**config.mk**
```make
export PLATFORM = sky130hd
export DESIGN_NAME = mul_scheduler
export DESIGN_NICKNAME = d
export VERILOG_FILES = /design/src/rtl/mul_sched_pkg.sv /design/src/rtl/mul_shift_add_core.sv /design/src/rtl/mul_scheduler.sv
export SDC_FILE = /design/constraint.sdc
export NUM_CORES = 1
export LEC_CHECK = 0
export ABC_AREA = 0
export BUFFER_PORTS_ARGS = -buffer_cell sky130_fd_sc_hd__buf_2
export CAP_MARGIN = 40
export CORE_UTILIZATION = 51
export CTS_CLUSTER_DIAMETER = 200
export DETAILED_ROUTE_END_ITERATION = 6
export PLACE_DENSITY = 0.75
export SYNTH_ARGS = -nofsm -noshare
export SYNTH_HDL_FRONTEND = slang
export SYNTH_SLANG_ARGS = --single-unit
```
**constraint.sdc**
```tcl
create_clock -name clk -period 2.4 [get_ports clk]
set_clock_uncertainty 0.1 [all_clocks]
set_input_delay 0.36 -clock clk [delete_from_list [all_inputs] [get_ports clk]]
set_output_delay 0.36 -clock clk [all_outputs]
set_load 0.02 [all_outputs]
```
**src/rtl/mul_sched_pkg.sv**
```systemverilog
// Shared types and defaults for the shift-add multiplier scheduler:
// FSM state encoding, default operand width and requester-ID type.
package mul_sched_pkg;

  localparam int unsigned OpWDefault = 4;

  typedef enum logic [1:0] {
    StIdle = 2'd0,
    StRun  = 2'd1,
    StDone = 2'd2
  } state_e;

  typedef logic req_id_t;

  function automatic logic [1:0] id_to_onehot(req_id_t id);
    return id ? 2'b10 : 2'b01;
  endfunction

endpackage

```
**src/rtl/mul_shift_add_core.sv**
```systemverilog
// Shift-add multiplier datapath: operand magnitude capture, accumulator,
// operand shifts, step counter and final sign fix of the result.
module mul_shift_add_core import mul_sched_pkg::*; #(
  parameter int unsigned OP_W = OpWDefault
) (
  input  logic              clk,
  input  logic              rst,
  input  logic              load_i,
  input  logic              step_i,
  input  logic [OP_W-1:0]   a_i,
  input  logic [OP_W-1:0]   b_i,
  input  logic              sign_i,
  output logic              last_o,
  output logic [2*OP_W-1:0] result_o
);

  localparam int unsigned PW   = 2 * OP_W;
  localparam int unsigned CntW = $clog2(OP_W + 1);

  logic [PW-1:0]   mcand_q, mcand_d;
  logic [PW-1:0]   mplier_q, mplier_d;
  logic [PW-1:0]   acc_q, acc_d;
  logic [CntW-1:0] cnt_q, cnt_d;
  logic            neg_q, neg_d;
  logic [OP_W-1:0] a_mag, b_mag;

  always_comb begin
    // The most negative value maps onto itself, which read unsigned is its magnitude.
    a_mag    = (sign_i && a_i[OP_W-1]) ? -a_i : a_i;
    b_mag    = (sign_i && b_i[OP_W-1]) ? -b_i : b_i;
    mcand_d  = mcand_q;
    mplier_d = mplier_q;
    acc_d    = acc_q;
    cnt_d    = cnt_q;
    neg_d    = neg_q;
    if (load_i) begin
      mcand_d  = {{OP_W{1'b0}}, a_mag};
      mplier_d = {{OP_W{1'b0}}, b_mag};
      acc_d    = '0;
      cnt_d    = CntW'(OP_W);
      neg_d    = sign_i & (a_i[OP_W-1] ^ b_i[OP_W-1]);
    end else if (step_i) begin
      if (mplier_q[0]) begin
        acc_d = acc_q + mcand_q;
      end
      mplier_d = mplier_q >> 1;
      mcand_d  = mcand_q << 1;
      cnt_d    = cnt_q - CntW'(1);
    end
  end

  // Result includes the step being taken this cycle so the scheduler can register it directly.
  assign result_o = neg_q ? -acc_d : acc_d;
  assign last_o   = (cnt_q == CntW'(1));

  always_ff @(posedge clk or posedge rst) begin
    if (rst) begin
      mcand_q  <= '0;
      mplier_q <= '0;
      acc_q    <= '0;
      cnt_q    <= '0;
      neg_q    <= 1'b0;
    end else begin
      mcand_q  <= mcand_d;
      mplier_q <= mplier_d;
      acc_q    <= acc_d;
      cnt_q    <= cnt_d;
      neg_q    <= neg_d;
    end
  end

endmodule

```
**src/rtl/mul_scheduler.sv**
```systemverilog
// Two-requester round-robin scheduler around a shared shift-add multiplier.
// Define MUL_SCHED_STATS_EN to add per-requester completed-operation counters.
module mul_scheduler import mul_sched_pkg::*; #(
  parameter int unsigned OP_W = OpWDefault
) (
  input  logic              clk,
  input  logic              rst,
  input  logic [1:0]        req_i,
  input  logic [OP_W-1:0]   a0_i,
  input  logic [OP_W-1:0]   b0_i,
  input  logic              sign0_i,
  input  logic [OP_W-1:0]   a1_i,
  input  logic [OP_W-1:0]   b1_i,
  input  logic              sign1_i,
  output logic [1:0]        ack_o,
  output logic [1:0]        done_o,
  output logic [2*OP_W-1:0] product_o,
  output logic              busy_o
`ifdef MUL_SCHED_STATS_EN
  ,
  output logic [7:0]        ops0_o,
  output logic [7:0]        ops1_o
`endif
);

  state_e            state_q, state_d;
  req_id_t           last_q, last_d;
  req_id_t           win_q, win_d;
  req_id_t           gnt;
  logic [1:0]        ack_q, ack_d;
  logic [2*OP_W-1:0] product_q, product_d;
  logic [2*OP_W-1:0] core_result;
  logic              core_load, core_step, core_last;
  logic [OP_W-1:0]   a_sel, b_sel;
  logic              sign_sel;

  always_comb begin
    // On a tie the requester not granted last wins.
    gnt       = (req_i == 2'b11) ? ~last_q : req_i[1];
    a_sel     = gnt ? a1_i : a0_i;
    b_sel     = gnt ? b1_i : b0_i;
    sign_sel  = gnt ? sign1_i : sign0_i;
    state_d   = state_q;
    last_d    = last_q;
    win_d     = win_q;
    ack_d     = 2'b00;
    product_d = product_q;
    core_load = 1'b0;
    core_step = 1'b0;
    case (state_q)
      StIdle: begin
        if (|req_i) begin
          core_load = 1'b1;
          win_d     = gnt;
          last_d    = gnt;
          ack_d     = id_to_onehot(gnt);
          state_d   = StRun;
        end
      end
      StRun: begin
        core_step = 1'b1;
        if (core_last) begin
          product_d = core_result;
          state_d   = StDone;
        end
      end
      StDone:  state_d = StIdle;
      default: state_d = StIdle;
    endcase
  end

  always_ff @(posedge clk or posedge rst) begin
    if (rst) begin
      state_q   <= StIdle;
      last_q    <= 1'b1;
      win_q     <= 1'b0;
      ack_q     <= 2'b00;
      product_q <= '0;
    end else begin
      state_q   <= state_d;
      last_q    <= last_d;
      win_q     <= win_d;
      ack_q     <= ack_d;
      product_q <= product_d;
    end
  end

  mul_shift_add_core #(
    .OP_W(OP_W)
  ) u_core (
    .clk     (clk),
    .rst     (rst),
    .load_i  (core_load),
    .step_i  (core_step),
    .a_i     (a_sel),
    .b_i     (b_sel),
    .sign_i  (sign_sel),
    .last_o  (core_last),
    .result_o(core_result)
  );

  assign ack_o     = ack_q;
  assign done_o    = (state_q == StDone) ? id_to_onehot(win_q) : 2'b00;
  assign product_o = product_q;
  assign busy_o    = (state_q != StIdle);

`ifdef MUL_SCHED_STATS_EN
  logic [7:0] ops0_q, ops0_d, ops1_q, ops1_d;

  always_comb begin
    ops0_d = ops0_q;
    ops1_d = ops1_q;
    if (done_o[0]) ops0_d = ops0_q + 8'd1;
    if (done_o[1]) ops1_d = ops1_q + 8'd1;
  end

  always_ff @(posedge clk or posedge rst) begin
    if (rst) begin
      ops0_q <= 8'd0;
      ops1_q <= 8'd0;
    end else begin
      ops0_q <= ops0_d;
      ops1_q <= ops1_d;
    end
  end

  assign ops0_o = ops0_q;
  assign ops1_o = ops1_q;
`endif

endmodule

```
Word-level counts from Yosys, hierarchy flattened
Cells that the tools add are included.

Logic and storage cells: 60. Flip-flop bits (word level): 42. Output and inout port bits: 13.

Mux-type cells: 27. Add/subtract/negate cells: 5. Equality and inequality tests: 6. Reduce and logical (&&, ||, !) cells: 9. Bitwise logic cells: 3.

Operator list (number): $mux 8 (8); $mux 4 (4); $mux 2 (7); $add 8x8->8 (1); $neg 4->4 (2); $neg 8->8 (1); $mux 3 (2); $reduce_and 2->1 (3); $mux 1 (5); $eq 2x2->1 const B (2); $ne 2x2->1 const B (2); $pmux 2 s2 (1); $reduce_bool 2->1 (2); $eq 3x1->1 const B (1); $sub 3x1->3 const B (1); $eq 2x1->1 const B (1); $logic_and 1x1->1 (2); $logic_not 2->1 (1); $reduce_or 2->1 (1); $and 1x1->1 (1); $not 1->1 (1); $xor 1x1->1 (1).

Logic depth before layout (Yosys ltp)
Gate-level depths: netlist (run 1).

Depth after elaboration: 6. Gate-level depth with buffers: 12. Depth with buffers taken out: 12.

Modules after synthesis
A second synthesis (run 1) with hierarchy kept.

Cell total of the unflattened synthesis: 231. Area total of the unflattened synthesis: 2399.8 µm².

By module, submodules not included: mul_shift_add_core (area each 1699.1 µm², seq. area each 600.6 µm², cells an instance 179, times used 1); mul_scheduler (area each 700.7 µm², seq. area each 351.6 µm², cells an instance 52, times used 1).

Worst setup path before layout (run 1)
Ideal clock, no wire load.

Path type: register to register. From: register u_core.acc_q[0]. To: register product_q[6], in the netlist product_o[6]. Data arrival time: 2.336 ns. Cell stages (with the launch flop): 12. Library setup time: 0.125 ns. Clock period less this slack: 2.561 ns. Setup slack: -0.161 ns. Required time: 2.175 ns. Cells stage by stage: dfrtp_1 > ha_1 > fa_1 > mux2_2 > nand2_1 > o21ai_0 > inv_1 > ha_1 > inv_1 > o41ai_2 > xor2_1 > o21ai_1.

Longest elaborated chain between the ends: 6.

RTL lines: from (decl) (RTL line mul_shift_add_core.sv:22) `logic [PW-1:0] acc_q, acc_d;`; from (signal assigned) (RTL line mul_shift_add_core.sv:60) `acc_q <= '0;`; from (signal assigned) (RTL line mul_shift_add_core.sv:66) `acc_q <= acc_d;`; $add 8x8->8 (RTL line mul_shift_add_core.sv:44) `acc_d = acc_q + mcand_q;`; $mux 8 (RTL line mul_shift_add_core.sv:43) `if (mplier_q[0]) begin`; $mux 8 (RTL line mul_shift_add_core.sv:42) `end else if (step_i) begin`; $mux 8 (RTL line mul_shift_add_core.sv:36) `if (load_i) begin`; via u_core.acc_d[1] (RTL line mul_shift_add_core.sv:22); $neg 8->8 (RTL line mul_shift_add_core.sv:53) `assign result_o = neg_q ? -acc_d : acc_d;`; $mux 8 (RTL line mul_shift_add_core.sv:53); to (signal assigned) (RTL line mul_scheduler.sv:84) `product_q <= product_d;`; to (decl) (RTL line mul_scheduler.sv:31) `logic [2*OP_W-1:0] product_q, product_d;`.

The timed path passes the listed nets, and every way through them passes these cells. A chain may end at the register's enable or synchronous reset.

Final worst setup path (run 1)
Same ends and word-level chain as after synthesis.

==> results of run 1 <==
[sequential cells by signal, summed over array words and instances (netlist names)]
signal,cells
product_o,8
u_core.acc_q,8
u_core.mcand_q,8
u_core.mplier_q,4
u_core.cnt_q,3
ack_o,2
state_q,2
last_q,1
u_core.neg_q,1
win_q,1
[through the flow]
stage | power [mW] | instances | hold WS [ns] | cell area, um2
4_1_cts | 3.85 | 369 | 0.0751 | 2890
3_3_place_gp | 3.23 | 358 | 0.353 | 2750
6_report | 3.97 | 370 | 0.0550 | 2940
3_5_place_dp | 3.28 | 358 | 0.363 | 2750
2_1_floorplan | 2.57 | 256 | 0.366 | 2360
5_1_grt | 4.29 | 370 | 0.128 | 2940
[placed cells by master (no fill, tap or decap), drive strengths merged, types with 2 or more instances in the layout]
master,count
nor3,2
o21ai,26
mux2i,14
a21boi,2
a31oi,8
a31o,2
or3,3
nor3b,2
and3,3
and2,2
a2bb2oi,2
inv,15
o41ai,3
a21oi,12
nand2,46
ha,12
o31ai,2
nor2,14
xnor2,6
dfrtp,37
nand3,6
xor2,4
buf,65
a21o,3
clkbuf,7
or2,2
mux2,3
nor2b,2
[worst reg2reg max path, stage by stage, from the launching register on]
cell and delay [ns]:
dfrtp_1 0.41, ha_4 0.18, fa_2 0.42, mux2_4 0.28, nand2_2 0.06, o21ai_2 0.06, inv_1 0.06, ha_2 0.16
inv_2 0.05, o41ai_4 0.34, xor2_1 0.18, o21ai_1 0.07
[cells in the mapped netlist (2+ instances only)]
cell	instances	area, um2
nand2_1	45	169
dfrtp_1	37	926
o21ai_0	20	100
inv_1	15	56.3
mux2i_1	14	140
nor2_1	14	52.6
a21oi_1	12	60.1
ha_1	12	150
clkbuf_1	9	33.8
a31oi_1	8	50.1
nand3_1	6	30.0
o21ai_1	6	30.0
xnor2_1	6	52.6
xor2_1	4	35.0
a21o_1	3	22.5
and3_1	3	18.8
mux2_2	3	33.8
o41ai_2	3	48.8
or3_1	3	18.8
a31o_2	2	17.5
buf_2	2	10.0
nor2b_1	2	12.5
nor3_1	2	10.0
nor3b_1	2	15.0
o31ai_1	2	15.0
or2_2	2	12.5
[final timing paths]
| path | slack, ns | depth (start not counted) | from | end |
|---|---|---|---|---|
| worst max-delay path | -0.1 | 11 | u_core.acc_q[0] | product_o[6] |
| worst min-delay path | 0.05 | 3 | rst | product_o[6] |
| worst max register to register | -0.1 | 11 | u_core.acc_q[0] | product_o[6] |
| worst min register to register | 0.38 | 2 | product_o[2] | product_o[2] |
| max in group asynchronous | 1.77 | 3 | rst | last_q |
| min in group clk | 0.31 | 3 | b0_i[0] | u_core.mplier_q[0] |
[area by class of cell]
type | count | area (um2) | area share
multi-input combinational | 192 | 1370 | 0.466
sequential | 38 | 952 | 0.324
timing repair buffer | 65 | 403 | 0.137
clock buffer | 7 | 86.3 | 0.0294
tap | 52 | 65.1 | 0.0222
inverter | 15 | 56.3 | 0.0192
clock inverter | 1 | 5.00 | 0.00170
[where the power goes]
part / leakage [nW] / switching, mW / internal (mW)
Clock: 0.0482 / 0.230 / 0.232
Combinational: 0.934 / 1.29 / 1.11
Sequential: 0.483 / 0.194 / 0.909
[what timing repair did]
item,CTS,global route
setup endpoints to repair,6,7
gates resized for setup,7,8
setup buffers,3,1
pin swaps,8,5
[layer usage]
metal  GRT usage  up-vias  share of wire
li1            -     1009              -
met1       0.304      965           0.47
met2       0.372       26           0.48
met3      0.0465       11          0.031
met4      0.0930        0          0.017
met5           0        -              0
[cell families (layout without fill, tap and decap cells)]
family          after synthesis  after routing  share of synthesized area
simple gates                 86             86                      0.169
compound gates               66             66                      0.193
flops                        38             38                      0.409
buf+inv                      26             88                     0.0430
mux                          17             17                     0.0748
fa+ha+maj                    13             13                     0.0732
xor+xnor                     10             10                     0.0377
==> impl_metrics.ini, run 1 <==
[sta]
finalSetupViolCount = 5
max_freq_mhz = 400
hold_viol_final = 0
layout_setup_ws_ns = -0.0978
slew_headroom = 0.614
tightest_slew_ns = 0.579
slew_viol_final = 0
period_minus_slack_ns = 2.50
min_period_over_period = 1.04
fin_tns_setup_ns = -0.352
rsz0062_at_grt = yes

[cts]
htree_num_levels = 2
cts_tree = done
clock_sinks = 38
clkLatencyLatePin_ns = 0.30
cts_buffer_depth = 2
cts-root-buf = clkbuf_8
cts_hold_buffers = 0
cts_inserted_buffers = 5
clk_pin_slew_ns = 0.08

[critical_path]
cp_top_family = adder cells
crit_arrival_ns = 2.57
cp_num_buf_inv = 2
max_stage_delay_ns = 0.42
critPathMaxFanout = 2
cp-end-kind = flop
required_ns = 2.47
criticalPathCategory = flop to flop
cpMaxStageDelayCell = fa_2
path_cells = ha_4, fa_2, mux2_4, nand2_2, o21ai_2, inv_1, ha_2, inv_2, o41ai_4, xor2_1, o21ai_1
start_kind = flop

[power]
power.density_nw_per_um2 = 1350
leakage_nw = 1.47
ir_drop_mv = 0.678

[route]
drt_iter0_markers = 98
ant_nets = 0
wire_per_inst_um = 13.9
drt_wl_total_um = 5130
vias_per_cell = 5.44
drc = 0
dr.pass1.iters = 4
num_vias = 2011

[logic_synthesis]
syn_inst = 256
ys_seq_area_frac = 0.409
synth_enable_flop_cells = 0
synth-async-reset-ratio = 1.00
synth_nets = 291
synth_ff_type = dfrtp_1
ys_types = 45
synth_seq_cells = 38
syn-cell-area_um2 = 2330
syn_area_per_cell_um2 = 9.09
yosys_warnings = 0

[global_route]
grt_max_degree = 39
antenna_found_initial = 0
grt_overflow_total = 0
grt_usage = 0.231
grt_pass1_wl_um = 8750
grt_pass1_vias = 1956

[layout]
antennaDiodeCount = 0
areaGrowthSynthToFinish_pct = 26.3
layout.nets = 352
nFillCells = 368
drive_above_1_share = 0.327
postLayoutCoreUtil = 0.674

[floorplanning]
fp.dieH_um = 69.5
die_area_um2 = 4840
io_pins = 35
core_area_um2 = 4350
row_count = 24
die_x_um = 69.5
initial_core_util = 0.534

[min_path]
hold_class = input port to async pin

[place]
place_congestion = 0.907
io_buffers = 34
dp_hpwl_um = 3790
preCtsSetupSlack_ns = -0.108

[run]
cap_viol_max_count = 0

[status]
status = complete, but fails checks
violations = setup timing
(Power assumes the default switching activity.)
==> run 2, diff against run 1 <==
--- a/config.mk
+++ b/config.mk
@@ -8,6 +8,7 @@
 export ABC_AREA = 0
 export BUFFER_PORTS_ARGS = -buffer_cell sky130_fd_sc_hd__buf_2
 export CAP_MARGIN = 40
+export CORE_ASPECT_RATIO = 0.9
 export CORE_UTILIZATION = 51
 export CTS_CLUSTER_DIAMETER = 200
 export DETAILED_ROUTE_END_ITERATION = 6
==> impl_metrics.ini, run 2 (synthesized netlist as in run 1, its figures left out) <==
[route]
dr.pass1.iters = 4
num_vias = 2081
drt_iter0_markers = 111
drc = 0
drt_wl_total_um = 5500
vias_per_cell = 5.55
wire_per_inst_um = 14.7
ant_nets = 0

[sta]
hold_viol_final = 0
period_minus_slack_ns = 2.62
slew_headroom = 0.577
tightest_slew_ns = 0.635
slew_viol_final = 0
min_period_over_period = 1.09
max_freq_mhz = 381
finalSetupViolCount = 5
rsz0062_at_grt = yes
fin_tns_setup_ns = -0.505
layout_setup_ws_ns = -0.225

[layout]
final_cell_mix = nand2_1 (44), dfrtp_1 (36), buf_2 (34), buf_4 (25), o21ai_0 (17)
drive_above_1_share = 0.337
areaGrowthSynthToFinish_pct = 27.6
final_area_um2 = 2970
antennaDiodeCount = 0
layout.nets = 349
final_common_cell = nand2_1

[critical_path]
cp_top_family = compound AO/OA/AOI/OAI gates
crit_top_cell = buf_4
critPathMaxFanout = 4
criticalPathCategory = flop to flop
start_kind = flop
crit_arrival_ns = 2.68
required_ns = 2.46
max_stage_delay_ns = 0.43
cp_num_buf_inv = 2
cpMaxStageDelayCell = dfrtp_1
cp-end-kind = flop
path_cells = ha_4, a211oi_4, buf_4, o41ai_4, buf_4, xor2_2, a2bb2oi_4, o41ai_2, xor2_1, o21ai_1

[power]
power.density_nw_per_um2 = 1370
ir_drop_mv = 0.756
leakage_nw = 1.45

[floorplanning]
die_x_um = 73.2
io_pins = 35
die_area_um2 = 4830
fp.dieH_um = 66.1
row_count = 22
core_area_um2 = 4210
initial_core_util = 0.552

[cts]
clock_sinks = 38
cts_buffer_depth = 2
clk_pin_slew_ns = 0.08
cts-root-buf = clkbuf_8
cts_tree = done
clkLatencyLatePin_ns = 0.30
htree_num_levels = 2
cts_inserted_buffers = 5

[global_route]
antenna_found_initial = 0
met2_usage = 0.376
grt_usage = 0.248
grt_pass1_wl_um = 8860
grt_overflow_total = 0
top_usage_layer = met2
grt_max_degree = 39
gr-usage-met1 = 0.337
grt_pass1_vias = 1936
met3_usage = 0.0457

[run]
cap_viol_max_count = 0

[status]
violations = setup timing
status = complete, but fails checks

[place]
io_buffers = 34
placed_area_um2 = 2750
dp_hpwl_um = 3840
place_congestion = 0.877

[min_path]
hold_class = input port to async pin
-- run 2: final timing paths --
| path | cells after the start | slack, ns | from | endpoint |
|---|---|---|---|---|
| min in group clk | 3 | 0.33 | b0_i[0] | u_core.mplier_q[0] |
| max in group asynchronous | 3 | 1.78 | rst | u_core.acc_q[1] |
| min reg2reg | 2 | 0.38 | product_o[0] | product_o[0] |
| max | 10 | -0.22 | u_core.mcand_q[1] | product_o[6] |
| max reg2reg | 10 | -0.22 | u_core.mcand_q[1] | product_o[6] |
| min | 3 | 0.06 | rst | product_o[4] |
-- run 2: worst reg2reg max path, stage by stage, from the launching register on --
cell	delay [ns]
dfrtp_1	0.43
ha_4	0.26
a211oi_4	0.28
buf_4	0.17
o41ai_4	0.06
buf_4	0.17
xor2_2	0.19
a2bb2oi_4	0.18
o41ai_2	0.33
xor2_1	0.23
o21ai_1	0.09
-- run 2: report_power, final --
group          internal, mW  switching (mW)
Combinational          1.14            1.32
Sequential            0.910           0.226
Clock                 0.231           0.230
-- run 2: final cells by class --
type                    instances  area, um2
inverters                      15       56.3
clock inverters                 2       12.5
flip-flops and latches         38        953
clock buffers                   6       82.6
repair buffers                 62        392
multi-input cells             192       1400
fillers                       340       1240
well taps                      60       75.1
-- run 2: timing repair --
item	4_1_cts	5_1_grt
hold endpoints to repair	0	0
hold buffers	0	0
buffers inserted	0	3
endpoints found under the setup margin	5	7
pin swaps	8	10
resized for setup	12	10
-- run 2: routing by layer --
layer | share of wire | vias to the layer above
met5 | 0 | -
li1 | - | 1000
met4 | 0.027 | 0
met3 | 0.062 | 17
met2 | 0.47 | 65
met1 | 0.44 | 999
-- run 2: metrics by stage --
stage	cells	hold WS (ns)	util	worst slack [ns]	power, mW
after global routing	375	0.0931	0.705	-0.284	4.36
after global placement	364	0.353	0.652	-0.0570	3.20
after detailed placement	364	0.369	0.652	-0.0859	3.26
after CTS	372	0.0748	0.687	-0.0949	3.84
after floorplan	256	0.366	-	-0.0145	2.57
final	375	0.0588	0.705	-0.225	4.05
==> run 3, diff against run 2 <==
--- a/config.mk
+++ b/config.mk
@@ -8,7 +8,7 @@
 export ABC_AREA = 0
 export BUFFER_PORTS_ARGS = -buffer_cell sky130_fd_sc_hd__buf_2
 export CAP_MARGIN = 40
-export CORE_ASPECT_RATIO = 0.9
+export CORE_ASPECT_RATIO = 2
 export CORE_UTILIZATION = 51
 export CTS_CLUSTER_DIAMETER = 200
 export DETAILED_ROUTE_END_ITERATION = 6
==> constraint.sdc (replaced) <==
create_clock -name clk -period 2.4 [get_ports clk]
set_clock_uncertainty 0.1 [all_clocks]
set_input_delay 0 -clock clk [delete_from_list [all_inputs] [get_ports clk]]
set_output_delay 0 -clock clk [all_outputs]
set_load 0.02 [all_outputs]
==> impl_metrics.ini, run 3 (synthesized netlist as in run 1, its figures left out) <==
[global_route]
grt_overflow_total = 0
grt_usage = 0.254
grt_pass1_wl_um = 9350
grt_max_degree = 39
antenna_found_initial = 0
grt_pass1_vias = 2117

[route]
drc = 0
wire_per_inst_um = 15.2
vias_per_cell = 5.50
dr.pass1.iters = 4
drt_iter0_markers = 44
num_vias = 2091
ant_nets = 0
drt_wl_total_um = 5780

[layout]
final_area_um2 = 3080
antennaDiodeCount = 0
nFillCells = 353
area.sequential_um2 = 953
final_common_cell = nand2_1
layout.nets = 360
final_cell_mix = nand2_1 (45), dfrtp_1 (36), buf_2 (34), buf_4 (31), o21ai_0 (17)
fin_cells = 380
drive_above_1_share = 0.350
multi_input_area_um2 = 1420
areaGrowthSynthToFinish_pct = 32.5

[cts]
cts_buffer_depth = 2
cts_inserted_buffers = 5
clk_pin_slew_ns = 0.08
cts_tree = done
htree_num_levels = 2
cts-root-buf = clkbuf_8
clock_sinks = 38
clkLatencyLatePin_ns = 0.30

[critical_path]
cpMaxStageDelayCell = dfrtp_1
required_ns = 2.47
cp_num_buf_inv = 1
max_stage_delay_ns = 0.43
path_cells = ha_2, nor2_2, o21ai_1, nor3b_2, or3b_4, buf_6, o41ai_4, xnor2_1, o21ai_1
crit_top_cell = o21ai_1
cp_top_family = simple AND/OR/NAND/NOR gates
criticalPathCategory = flop to flop
r2r_start = u_core.acc_q[2]
start_kind = flop
crit_arrival_ns = 2.59
critPathMaxFanout = 4
r2r_slack_ns = -0.12
startpoint = u_core.acc_q[2]
cp-end-kind = flop

[sta]
rsz0062_at_grt = yes
tightest_slew_ns = 0.627
fin_tns_setup_ns = -0.241
layout_setup_ws_ns = -0.122
slew_headroom = 0.582
hold_viol_final = 0
max_freq_mhz = 397
min_period_over_period = 1.05
period_minus_slack_ns = 2.52
slew_viol_final = 0
finalSetupViolCount = 3

[place]
io_buffers = 34
placed_cells_incl_taps = 363
preCtsSetupSlack_ns = -0.115
place_congestion = 0.930
dp_hpwl_um = 4120
placed_area_um2 = 2780

[floorplanning]
initial_core_util = 0.536
die_area_um2 = 4850
core_area_um2 = 4340
fp.dieH_um = 97.5
die_x_um = 49.8
row_count = 34
io_pins = 35

[power]
power.density_nw_per_um2 = 1370
leakage_nw = 1.50
totalPowerFinal_mw = 4.23
ir_drop_mv = 0.963

[min_path]
hp-start = b0_i[1]
hold_class = input port to flop

[status]
status = complete, but fails checks
violations = setup timing

[run]
cap_viol_max_count = 0
-- run 3: cell count changes in the layout (fill, tap and decap cells not counted), moves of 2 or more --
cell / change
buf_4: +6
dlygate4sd3_1: +5
a2bb2oi_2: +2
o41ai_2: -2
o41ai_4: +2
-- run 3: worst reg2reg max path, cell delays in order (launching register included) --
cell and delay, ns:
dfrtp_1 0.43, ha_2 0.31, nor2_2 0.23, o21ai_1 0.11, nor3b_2 0.17, or3b_4 0.43
buf_6 0.14, o41ai_4 0.23, xnor2_1 0.17, o21ai_1 0.07
-- run 3: per-stage QoR --
stage	utilization	hold WS (ns)
floorplan	-	0.0917
global placement	0.640	0.0294
detailed placement	0.640	0.0457
CTS	0.681	0.0211
global route	0.710	0.0541
finish	0.710	0.0189
-- run 3: routing by layer --
metal / vias to the layer above / global-route usage / routed length, um / share of wire
li1: 1026 / - / - / -
met4: 0 / 0.108 / 227 / 0.039
met3: 18 / 0.0344 / 160 / 0.028
met2: 56 / 0.490 / 3340 / 0.58
met1: 991 / 0.257 / 2050 / 0.35
met5: - / 0 / 0 / 0
-- run 3: layout make-up --
cell class                 instances  area share
multi-input combinational        192       0.461
sequential                        38       0.309
timing repair buffer              73       0.158
clock buffer                       6      0.0268
tap                               54      0.0219
inverter                          15      0.0191
clock inverter                     2     0.00406
-- run 3: power by group --
| group | total, mW | switching (mW) | internal [mW] |
|---|---|---|---|
| Combinational | 2.63 | 1.40 | 1.23 |
| Sequential | 1.12 | 0.216 | 0.909 |
| Clock | 0.479 | 0.247 | 0.231 |
| Total | 4.23 | 1.86 | 2.37 |
-- run 3: what timing repair did --
| item | in CTS | in global routing |
|---|---|---|
| hold buffers | 5 | 0 |
| pin swaps | 5 | 13 |
| resized for setup | 7 | 19 |
| endpoints found under the hold margin | 39 | 0 |
| gates cloned | 0 | 0 |
| buffers inserted | 1 | 3 |
| endpoints found under the setup margin | 4 | 7 |
-- run 3: worst paths after layout --
kind | depth (start not counted) | endpoint
worst max-delay path | 9 | product_o[7]
worst min-delay path | 4 | u_core.mplier_q[1]
worst max register to register | 9 | product_o[7]
worst min register to register | 2 | product_o[2]
max in group asynchronous | 4 | u_core.acc_q[1]
min in group asynchronous | 4 | u_core.acc_q[6]
